$ cat src/rtl/shift_engine.sv
`default_nettype none
// ============================================================================
//  Module   : shift_engine
//  Brief    : Multi-cycle shift/rotate engine. Takes an operand through a
//             valid/ready handshake, shifts it up to STEP bits per clock and
//             returns the result with carry-out and zero flags through a
//             second valid/ready handshake.
//  Revision : 1.0 - initial release
// ============================================================================
module shift_engine #(
  parameter int  WIDTH = 16,
  parameter int  STEP  = 1,
  localparam int CNT_W = $clog2(WIDTH)
) (
  input  logic             clk,
  input  logic             rst,
  input  logic             in_valid,
  output logic             in_ready,
  input  logic [WIDTH-1:0] d_in,
  input  logic [2:0]       sel,
  input  logic [CNT_W-1:0] shift_count,
  output logic             out_valid,
  input  logic             out_ready,
  output logic [WIDTH-1:0] d_out,
  output logic             carry_out,
  output logic             zero
);

  // Mode encodings of the sel input
  localparam logic [2:0] c_sel_none = 3'b000;
  localparam logic [2:0] c_sel_lsl  = 3'b001;
  localparam logic [2:0] c_sel_asl  = 3'b010;
  localparam logic [2:0] c_sel_lsr  = 3'b011;
  localparam logic [2:0] c_sel_asr  = 3'b100;
  localparam logic [2:0] c_sel_rol  = 3'b101;
  localparam logic [2:0] c_sel_ror  = 3'b110;
  localparam logic [2:0] c_sel_rsvd = 3'b111;

  localparam logic [CNT_W-1:0] c_step = CNT_W'(STEP);
  localparam logic [CNT_W-1:0] c_one  = CNT_W'(1);
  localparam logic [CNT_W-1:0] c_zero = '0;

  typedef enum logic [1:0] {
    S_IDLE  = 2'd0,
    S_SHIFT = 2'd1,
    S_DONE  = 2'd2
  } state_t;

  state_t           r_state;
  state_t           w_state_next;

  logic [WIDTH-1:0] r_work;       // operand being shifted
  logic [2:0]       r_sel;        // mode captured at accept
  logic [CNT_W-1:0] r_remaining;  // bits still to shift

  logic [CNT_W-1:0] w_n;          // bits shifted this cycle
  logic [CNT_W-1:0] w_lidx;       // WIDTH-n: last bit out on a left move
  logic [CNT_W-1:0] w_ridx;       // n-1: last bit out on a right move
  logic [WIDTH-1:0] w_shifted;
  logic             w_carry;
  logic [CNT_W-1:0] w_rem_next;
  logic             w_noop;

  // A zero count or a mode with no shift skips the SHIFT state entirely
  assign w_noop = (shift_count == c_zero) || (sel == c_sel_none) || (sel == c_sel_rsvd);

  // One shift step of up to STEP bits on the working register
  always_comb begin
    w_n        = (r_remaining < c_step) ? r_remaining : c_step;
    // WIDTH is a power of two, so WIDTH-n wraps correctly in CNT_W bits
    w_lidx     = c_zero - w_n;
    w_ridx     = w_n - c_one;
    w_rem_next = r_remaining - w_n;
    w_shifted  = r_work;
    w_carry    = 1'b0;
    case (r_sel)
      c_sel_lsl, c_sel_asl: begin
        w_shifted = r_work << w_n;
        w_carry   = r_work[w_lidx];
      end
      c_sel_lsr: begin
        w_shifted = r_work >> w_n;
        w_carry   = r_work[w_ridx];
      end
      c_sel_asr: begin
        w_shifted = $signed(r_work) >>> w_n;
        w_carry   = r_work[w_ridx];
      end
      c_sel_rol: begin
        w_shifted = (r_work << w_n) | (r_work >> w_lidx);
        w_carry   = r_work[w_lidx];
      end
      c_sel_ror: begin
        w_shifted = (r_work >> w_n) | (r_work << w_lidx);
        w_carry   = r_work[w_ridx];
      end
      default: begin
        w_shifted = r_work;
        w_carry   = 1'b0;
      end
    endcase
  end

  // State register
  always_ff @(posedge clk) begin
    if (rst) begin
      r_state <= S_IDLE;
    end else begin
      r_state <= w_state_next;
    end
  end

  // Next-state decode and handshake outputs
  always_comb begin
    w_state_next = r_state;
    in_ready     = 1'b0;
    out_valid    = 1'b0;
    case (r_state)
      S_IDLE: begin
        in_ready = 1'b1;
        if (in_valid) begin
          w_state_next = w_noop ? S_DONE : S_SHIFT;
        end
      end
      S_SHIFT: begin
        if (w_rem_next == c_zero) begin
          w_state_next = S_DONE;
        end
      end
      S_DONE: begin
        out_valid = 1'b1;
        if (out_ready) begin
          w_state_next = S_IDLE;
        end
      end
      default: begin
        w_state_next = S_IDLE;
      end
    endcase
  end

  // Datapath: capture at accept, step in SHIFT, publish result on DONE entry
  always_ff @(posedge clk) begin
    if (rst) begin
      r_work      <= '0;
      r_sel       <= c_sel_none;
      r_remaining <= c_zero;
      d_out       <= '0;
      carry_out   <= 1'b0;
      zero        <= 1'b0;
    end else begin
      case (r_state)
        S_IDLE: begin
          if (in_valid) begin
            r_work      <= d_in;
            r_sel       <= sel;
            r_remaining <= shift_count;
            if (w_noop) begin
              d_out     <= d_in;
              carry_out <= 1'b0;
              zero      <= (d_in == '0);
            end
          end
        end
        S_SHIFT: begin
          r_work      <= w_shifted;
          r_remaining <= w_rem_next;
          if (w_rem_next == c_zero) begin
            d_out     <= w_shifted;
            carry_out <= w_carry;
            zero      <= (w_shifted == '0);
          end
        end
        default: begin
        end
      endcase
    end
  end

endmodule
`default_nettype wire

$ cat config.mk
export PLATFORM = sky130hd
export DESIGN_NAME = shift_engine
export DESIGN_NICKNAME = d
export VERILOG_FILES = /design/src/rtl/shift_engine.sv
export SDC_FILE = /design/constraint.sdc
export NUM_CORES = 1
export LEC_CHECK = 0
export ABC_AREA = 1
export BUFFER_PORTS_ARGS = -buffer_cell sky130_fd_sc_hd__buf_2
export CORE_ASPECT_RATIO = 1.1
export CORE_UTILIZATION = 30
export DETAILED_ROUTE_END_ITERATION = 12
export PLACE_DENSITY = 0.53
export SLEW_MARGIN = 20
export SYNTH_ARGS = -nofsm -noshare
export SYNTH_HDL_FRONTEND = slang
export SYNTH_SLANG_ARGS = --single-unit
$ cat constraint.sdc
create_clock -name clk -period 7.5 [get_ports clk]
set_input_delay 1.5 -clock clk [delete_from_list [all_inputs] [get_ports clk]]
set_output_delay 1.5 -clock clk [all_outputs]
set_load 0.02 [all_outputs]
==> impl_metrics.toml, run 1 <==
[hold_path]
holdCritPathClass = "reg -> reg"

[logic_synthesis]
synth_nets = 778
synth.area.top_cells = "dfxtp_1 21%, nand2_1 21%, nand3_1 21%"
ys_seq_area_frac = 0.211
async_reset_ff_frac = 0
synth_cell_types = 37
post-synth-top-count-cell = "nand2_1"
ys_ff_latch = 43
yosysTopAreaCell = "dfxtp_1"
synth_ff_type = "dfxtp_1"
avgSynthCellArea_um2 = 5.44
yosysWarnings = 0
synth-edff-count = 0
synth_top_area_frac = 0.211
synthTopCellsByCount = "229 x nand2_1, 167 x nand3_1, 71 x inv_1"
synthCells = 749
syn-cell-area_mm2 = 0.00407

[routing]
avgViaCountPerCell = 5.30
drt_wl_total_um = 14800
drc_errors = 0
antenna_left = 0
route.vias.total = 4929
drtIter0Drc = 433
routedWlPerCell_um = 15.9
drt_first_pass_iters = 5

[critical_path]
cp-end-kind = "register"
critPathKind = "reg -> reg"
slowest_delay_ps = 630
r2r_slack_ps = 3310
startpoint_type = "register"
critPathTopFamily = "simple AND/OR/NAND/NOR gates"
cp_common_cell = "nand3_1"
required_ps = 7740
path_cells = "nor2_4, nand2_2, inv_1, ha_1, buf_4, inv_1, nand3_1, nand3_1, nand3_1, nand2_1, nand2_1, o21ai_0, or2_1, nand3_1, nand2_1, inv_1"
worstPathArrival_ps = 4430
critPathBufInv = 4
critical_path.slowest_cell = "nand2_2"
cp_max_fo = 38

[global_route]
grt_remaining_overflow = 0
grt_first_pass_wirelength_um = 23500
antenna_found_initial = 0
grt_start_max_net_pins = 39
grtUsageTotal = 0.211
grt_pass1_vias = 4529

[finish]
drive_gt1_frac = 0.109
antenna_cells = 0
num-nets-final = 797
area_growth_pct = 9.80

[clock_network]
cts_tree = "built"
clk_pin_slew_ps = 60
clock_latency_ps = 290
clkSinkCount = 43
max-clock-path-buffers = 2
cts_made_buffers = 5
root_buffer = "clkbuf_16"
cts_resized = 0
htree_num_levels = 2
post-cts-setup-buffers = 0
hold_buffers = 0

[timing]
worst_slew_pin_slew_ps = 898
fmax_ghz = 0.239
slew_violations = 0
fin_crit_ps = 4190
fin_skew_ps = 6.49
setup_tns_ps = 0
relSlewSlack = 0.400
finalSetupViolCount = 0
period_share = 0.558
finalHoldViolations = 0
rsz0062_at_grt = "no"

[run_status]
outcome = "completed"

[placement]
portBuffers = 46
gp_congestion = 0.888
dp_hpwl_um = 11100

[floorplan]
die_h_um = 124
start_util = 0.308
die_w_um = 113
ioPinCount = 47
coreArea_mm2 = 0.0132
dieArea_mm2 = 0.0141
num_rows = 44

[run]
cap_viol_max_count = 0
==> cell usage in the layout, fill, tap and decap left out, drive strengths merged <==
master / n
clkinv: 3
nor3: 4
clkbuf: 6
dfxtp: 43
xnor2: 1
ha: 2
nand3: 167
o211ai: 9
nand4: 4
nor4: 5
o21bai: 2
or2: 4
o22ai: 2
a31oi: 3
o31ai: 1
a211oi: 1
inv: 78
nand2: 234
conb: 1
clkinvlp: 1
or3: 1
a311oi: 1
o21ai: 44
nor2: 71
buf: 52
a21oi: 29
==> logic make-up (layout without fill, tap and decap cells) <==
family | count (synthesis) | count (layout) | synth area share
AOI/OAI and AO/OA | 92 | 92 | 0.126
xor gates and xnor gates | 1 | 1 | 0.00215
adders and majority gates | 2 | 2 | 0.00614
buffers and inverters | 120 | 140 | 0.127
DFF | 43 | 43 | 0.211
other | 1 | 1 | 0.000920
and+or+nand+nor | 490 | 490 | 0.526
==> flip-flops by register name (all words and copies together), names as in the netlist <==
signal / count
r_remaining: 4
carry_out: 1
d_out: 16
zero: 1
r_sel: 3
r_work: 16
r_state: 2
==> cell type report <==
class | count | area (um2)
flip-flops and latches | 43 | 861
multi-input cells | 586 | 2690
well taps | 161 | 201
fillers | 1557 | 8740
clock inverters | 2 | 12.5
repair buffers | 52 | 275
clock buffers | 6 | 129
inverters | 80 | 300
==> routing by layer <==
metal,wire length [um],global-route usage
met1,6680,0.287
met2,6570,0.331
met3,998,0.0278
met4,502,0.0921
met5,0,0
==> worst reg2reg max path: stages (launching register included) <==
cell     delay (ps)
dfxtp_1         360
nor2_4          570
nand2_2         630
inv_1           350
ha_1            190
buf_4           330
inv_1           460
nand3_1         250
nand3_1         130
nand3_1         140
nand2_1          60
nand2_1          60
o21ai_0         160
or2_1           280
nand3_1          80
nand2_1          50
inv_1            40
==> through the flow <==
step                 util  area, um2  cells  setup WS, ps  hold slack, ps
floorplan               -       4070    749          4700             484
global placement    0.328       4330    922          3500             462
detailed placement  0.328       4330    922          3470             467
CTS                 0.339       4470    930          3460             483
global route        0.339       4470    930          3000             521
finish              0.339       4470    930          3310             490
==> final timing paths <==
kind                                     from                endpoint  cells past startpoint
setup / recovery  r_remaining[1]$_SDFFE_PP0P_  d_out[15]$_SDFFE_PP0P_                     16
hold / removal         carry_out$_SDFFE_PP0P_  carry_out$_SDFFE_PP0P_                      2
setup reg to reg  r_remaining[1]$_SDFFE_PP0P_  d_out[15]$_SDFFE_PP0P_                     16
hold reg to reg        carry_out$_SDFFE_PP0P_  carry_out$_SDFFE_PP0P_                      2
Power of run 1 is left out: the tool's default activity adds up to more than one toggle a clock period on the data nets, which glitch-free logic cannot reach.
==> run 2: changes to the inputs <==
- PLACE_DENSITY: 0.53 -> 0.54
- clock period: 7.5 -> 3.36 ns (I/O delays scaled with it)
==> impl_metrics.toml, run 2 (synthesized netlist as in run 1, its figures left out) <==
[run_status]
outcome = "completed"

[finish]
drive_gt1_frac = 0.121
final_cells = 939
antenna_cells = 0
top_regs = "d_out (16), r_work (16), r_remaining (4)"
area_growth_pct = 12.3
utilization = 0.346
final_common_cell = "nand2_1"
fill_cells = 1529
num-nets-final = 806
layout_common_cells = "229 x nand2_1, 167 x nand3_1, 71 x inv_1"

[placement]
place_inst = 931
dp_hpwl_um = 11200
portBuffers = 46
gp_congestion = 0.917

[global_route]
antenna_found_initial = 0
grt_remaining_overflow = 0
grt_first_pass_wirelength_um = 24300
grt_start_max_net_pins = 38
grt_pass1_vias = 4635
grtUsageTotal = 0.216

[timing]
period_share = 0.848
worst_slew_pin_slew_ps = 844
slew_violations = 0
rsz0062_at_grt = "no"
finalSetupViolCount = 0
setup_tns_ps = 0
finalHoldViolations = 0
hold_slack_ps = 471
fin_crit_ps = 2850
relSlewSlack = 0.435
fmax_ghz = 0.351
fin_skew_ps = 11.1

[routing]
wl_met2_um = 6740
drc_errors = 0
drt_first_pass_iters = 6
dr_wl_met3_um = 954
wl_met1_um = 6890
routedWlPerCell_um = 16.1
avgViaCountPerCell = 5.35
top_layer_used = "met4"
antenna_left = 0
drt_wl_total_um = 15100
drtIter0Drc = 634
route.vias.total = 5019

[clock_network]
clkSinkCount = 43
cts_tree = "built"
max-clock-path-buffers = 2
cts_resized = 0
hold_buffers = 0
htree_num_levels = 2
root_buffer = "clkbuf_16"
post-cts-setup-buffers = 0
clk_pin_slew_ps = 60
cts_made_buffers = 5
clock_latency_ps = 300

[critical_path]
worstPathArrival_ps = 3070
critPathKind = "reg -> reg"
cp-end-kind = "register"
startpoint_type = "register"
required_ps = 3580
cp_max_fo = 14

[hold_path]
holdCritPathClass = "reg -> reg"

[floorplan]
start_util = 0.308
die_h_um = 124
die_w_um = 113
coreArea_mm2 = 0.0132
num_rows = 44
ioPinCount = 47
dieArea_mm2 = 0.0141

[run]
cap_viol_max_count = 0
## run 2: path summary, 6_finish.rpt
kind	from	endpoint	slack (ps)	depth (start not counted)
setup reg to reg	r_remaining[1]$_SDFFE_PP0P_	zero$_SDFFE_PP0P_	510	17
setup / recovery	r_remaining[1]$_SDFFE_PP0P_	zero$_SDFFE_PP0P_	510	17
hold reg to reg	carry_out$_SDFFE_PP0P_	carry_out$_SDFFE_PP0P_	470	2
hold / removal	carry_out$_SDFFE_PP0P_	carry_out$_SDFFE_PP0P_	470	2
## run 2: worst max-delay path, stage by stage (launching register included)
cell and delay [ps]:
dfxtp_1 430, nor2_4 60, nand2_2 60, inv_1 80
ha_1 310, clkinv_1 350, buf_4 340, nand3_1 110
nand3_1 160, nand3_1 240, nand3_1 100, nand2_1 70
nand2_1 70, nand2_1 80, nand2_1 60, inv_1 70
nand3_1 70, a21oi_1 120
## run 2: cell type report
type                    instances  area [um2]  share of cell area
well taps                     161         201              0.0440
multi-input cells             586        2690               0.589
inverters                      80         300              0.0656
flip-flops and latches         43         861               0.188
clock buffers                   6         139              0.0303
clock inverters                 2        38.8             0.00847
repair buffers                 61         343              0.0749
## run 2: stage by stage
stage / area (um2) / setup slack [ps]
5_1_grt: 4580 / 254
3_3_place_gp: 4400 / 642
4_1_cts: 4580 / 599
6_report: 4580 / 511
2_1_floorplan: 4070 / 741
3_5_place_dp: 4400 / 625
## run 2: per-layer routing
layer,vias to the layer above,GRT usage
met3,35,0.0225
li1,2514,-
met4,0,0.104
met1,2243,0.291
met5,-,0
met2,227,0.340
Power of run 2 is left out for the same reason.
==> run 3: changes to the inputs <==
- clock period: 3.36 -> 2.4 ns (I/O delays scaled with it)
==> impl_metrics.toml, run 3 (synthesized netlist as in run 1, its figures left out) <==
[run_status]
outcome = "completed"

[finish]
layout_common_cells = "228 x nand2_1, 161 x nand3_1, 68 x inv_1"
final_cells = 969
final_area_mm2 = 0.00502
top_regs = "d_out (16), r_work (16), r_remaining (4)"
final_common_cell = "nand2_1"
drive_gt1_frac = 0.176
num-nets-final = 836
antenna_cells = 0
area_growth_pct = 23.2

[global_route]
grt_remaining_overflow = 0
grtUsageTotal = 0.218
grt_pass1_vias = 4656
antenna_found_initial = 0
grt_start_max_net_pins = 38
grt_first_pass_wirelength_um = 24400

[clock_network]
htree_num_levels = 2
clkSinkCount = 43
root_buffer = "clkbuf_16"
max-clock-path-buffers = 2
cts_tree = "built"
clk_pin_slew_ps = 70
hold_buffers = 0
cts_made_buffers = 5
clock_latency_ps = 290

[critical_path]
path_cells = "nor2_4, nand2_2, inv_4, ha_4, inv_4, clkbuf_16, nand3_1, nand3_1, nand3_1, nand2_1, o21bai_4, or2_1, nand3_1, o211ai_1, inv_1"
rr_endpoint = "r_work[14]$_SDFFE_PP0P_"
slowest_delay_ps = 350
cp-startpoint = "r_remaining[1]$_SDFFE_PP0P_"
r2r_start = "r_remaining[1]$_SDFFE_PP0P_"
worstPathArrival_ps = 2500
cp_max_fo = 14
cp-end-kind = "register"
r2r_cells = 15
required_ps = 2640
startpoint_type = "register"
r2r_slack_ps = 140
critical_path.slowest_cell = "dfxtp_4"
cp_common_cell = "nand3_1"
critPathKind = "reg -> reg"

[hold_path]
holdCritPathClass = "in -> reg"
hp-start = "shift_count[1]"
hold-path-endpoint = "r_remaining[1]$_SDFFE_PP0P_"
hold_depth = 3

[routing]
antenna_left = 0
drt_first_pass_iters = 8
routedWlPerCell_um = 15.9
route.vias.total = 5161
drc_errors = 0
avgViaCountPerCell = 5.33
drtIter0Drc = 512
drt_wl_total_um = 15400

[floorplan]
start_util = 0.308
ioPinCount = 47
die_h_um = 124
coreArea_mm2 = 0.0132
dieArea_mm2 = 0.0141
num_rows = 44
die_w_um = 113

[placement]
portBuffers = 46
place_inst = 956
gp_congestion = 0.986
place_area_mm2 = 0.00469
dp_hpwl_um = 11500

[run]
cap_viol_max_count = 0

[timing]
setup_tns_ps = 0
finalSetupViolCount = 0
rsz0062_at_grt = "yes"
fin_skew_ps = 5.43
fin_crit_ps = 2260
fmax_ghz = 0.442
period_share = 0.942
finalHoldViolations = 0
slew_violations = 0
run 3: cell types whose count changed in the layout (fill, tap and decap cells not counted), sizes merged:
cell / before / now
clkinv: 2 / 3
buf: 61 / 89
clkbuf: 6 / 7
run 3: through the flow:
| stage | util | hold slack [ps] | setup slack (ps) |
|---|---|---|---|
| floorplan | - | 484 | -60.0 |
| CTS | 0.368 | 459 | 40.6 |
| detailed placement | 0.355 | 465 | 63.2 |
| global placement | 0.355 | 461 | 103 |
| finish | 0.380 | 463 | 139 |
| global route | 0.380 | 490 | -24.7 |
run 3: worst max path at each step:
| stage | endpoint |
|---|---|
| after CTS | d_out[8]$_SDFFE_PP0P_ |
| after detailed placement | d_out[8]$_SDFFE_PP0P_ |
| after global routing | d_out[2]$_SDFFE_PP0P_ |
| final | r_work[14]$_SDFFE_PP0P_ |
| after global placement | d_out[8]$_SDFFE_PP0P_ |
| after floorplan | d_out[5]$_SDFFE_PP0P_ |
run 3: worst max-delay path: cells and delay by family, from the launching register on:
| kind | cells | cell delay (ps) |
|---|---|---|
| compound gates | 2 | 190 |
| fa+ha+maj | 1 | 210 |
| buf+inv | 4 | 430 |
| flops | 1 | 350 |
| simple gates | 8 | 1020 |
run 3: area by class of cell:
cell class	count	area, um2
fillers	1492	8190
multi-input cells	586	2780
flip-flops and latches	43	871
repair buffers	91	696
inverters	80	308
well taps	161	201
clock buffers	5	125
clock inverters	3	38.8
run 3: timing repair:
action,CTS,global route
setup buffers,0,2
endpoints found under the hold margin,0,0
setup endpoints to repair,0,29
resized for setup,0,27
run 3: layer usage:
layer | share of wire | vias up | track usage
li1 | - | 2561 | -
met1 | 0.44 | 2312 | 0.295
met2 | 0.44 | 239 | 0.336
met3 | 0.073 | 49 | 0.0376
met4 | 0.040 | 0 | 0.101
met5 | 0 | - | 0
Power of run 3 is left out for the same reason.
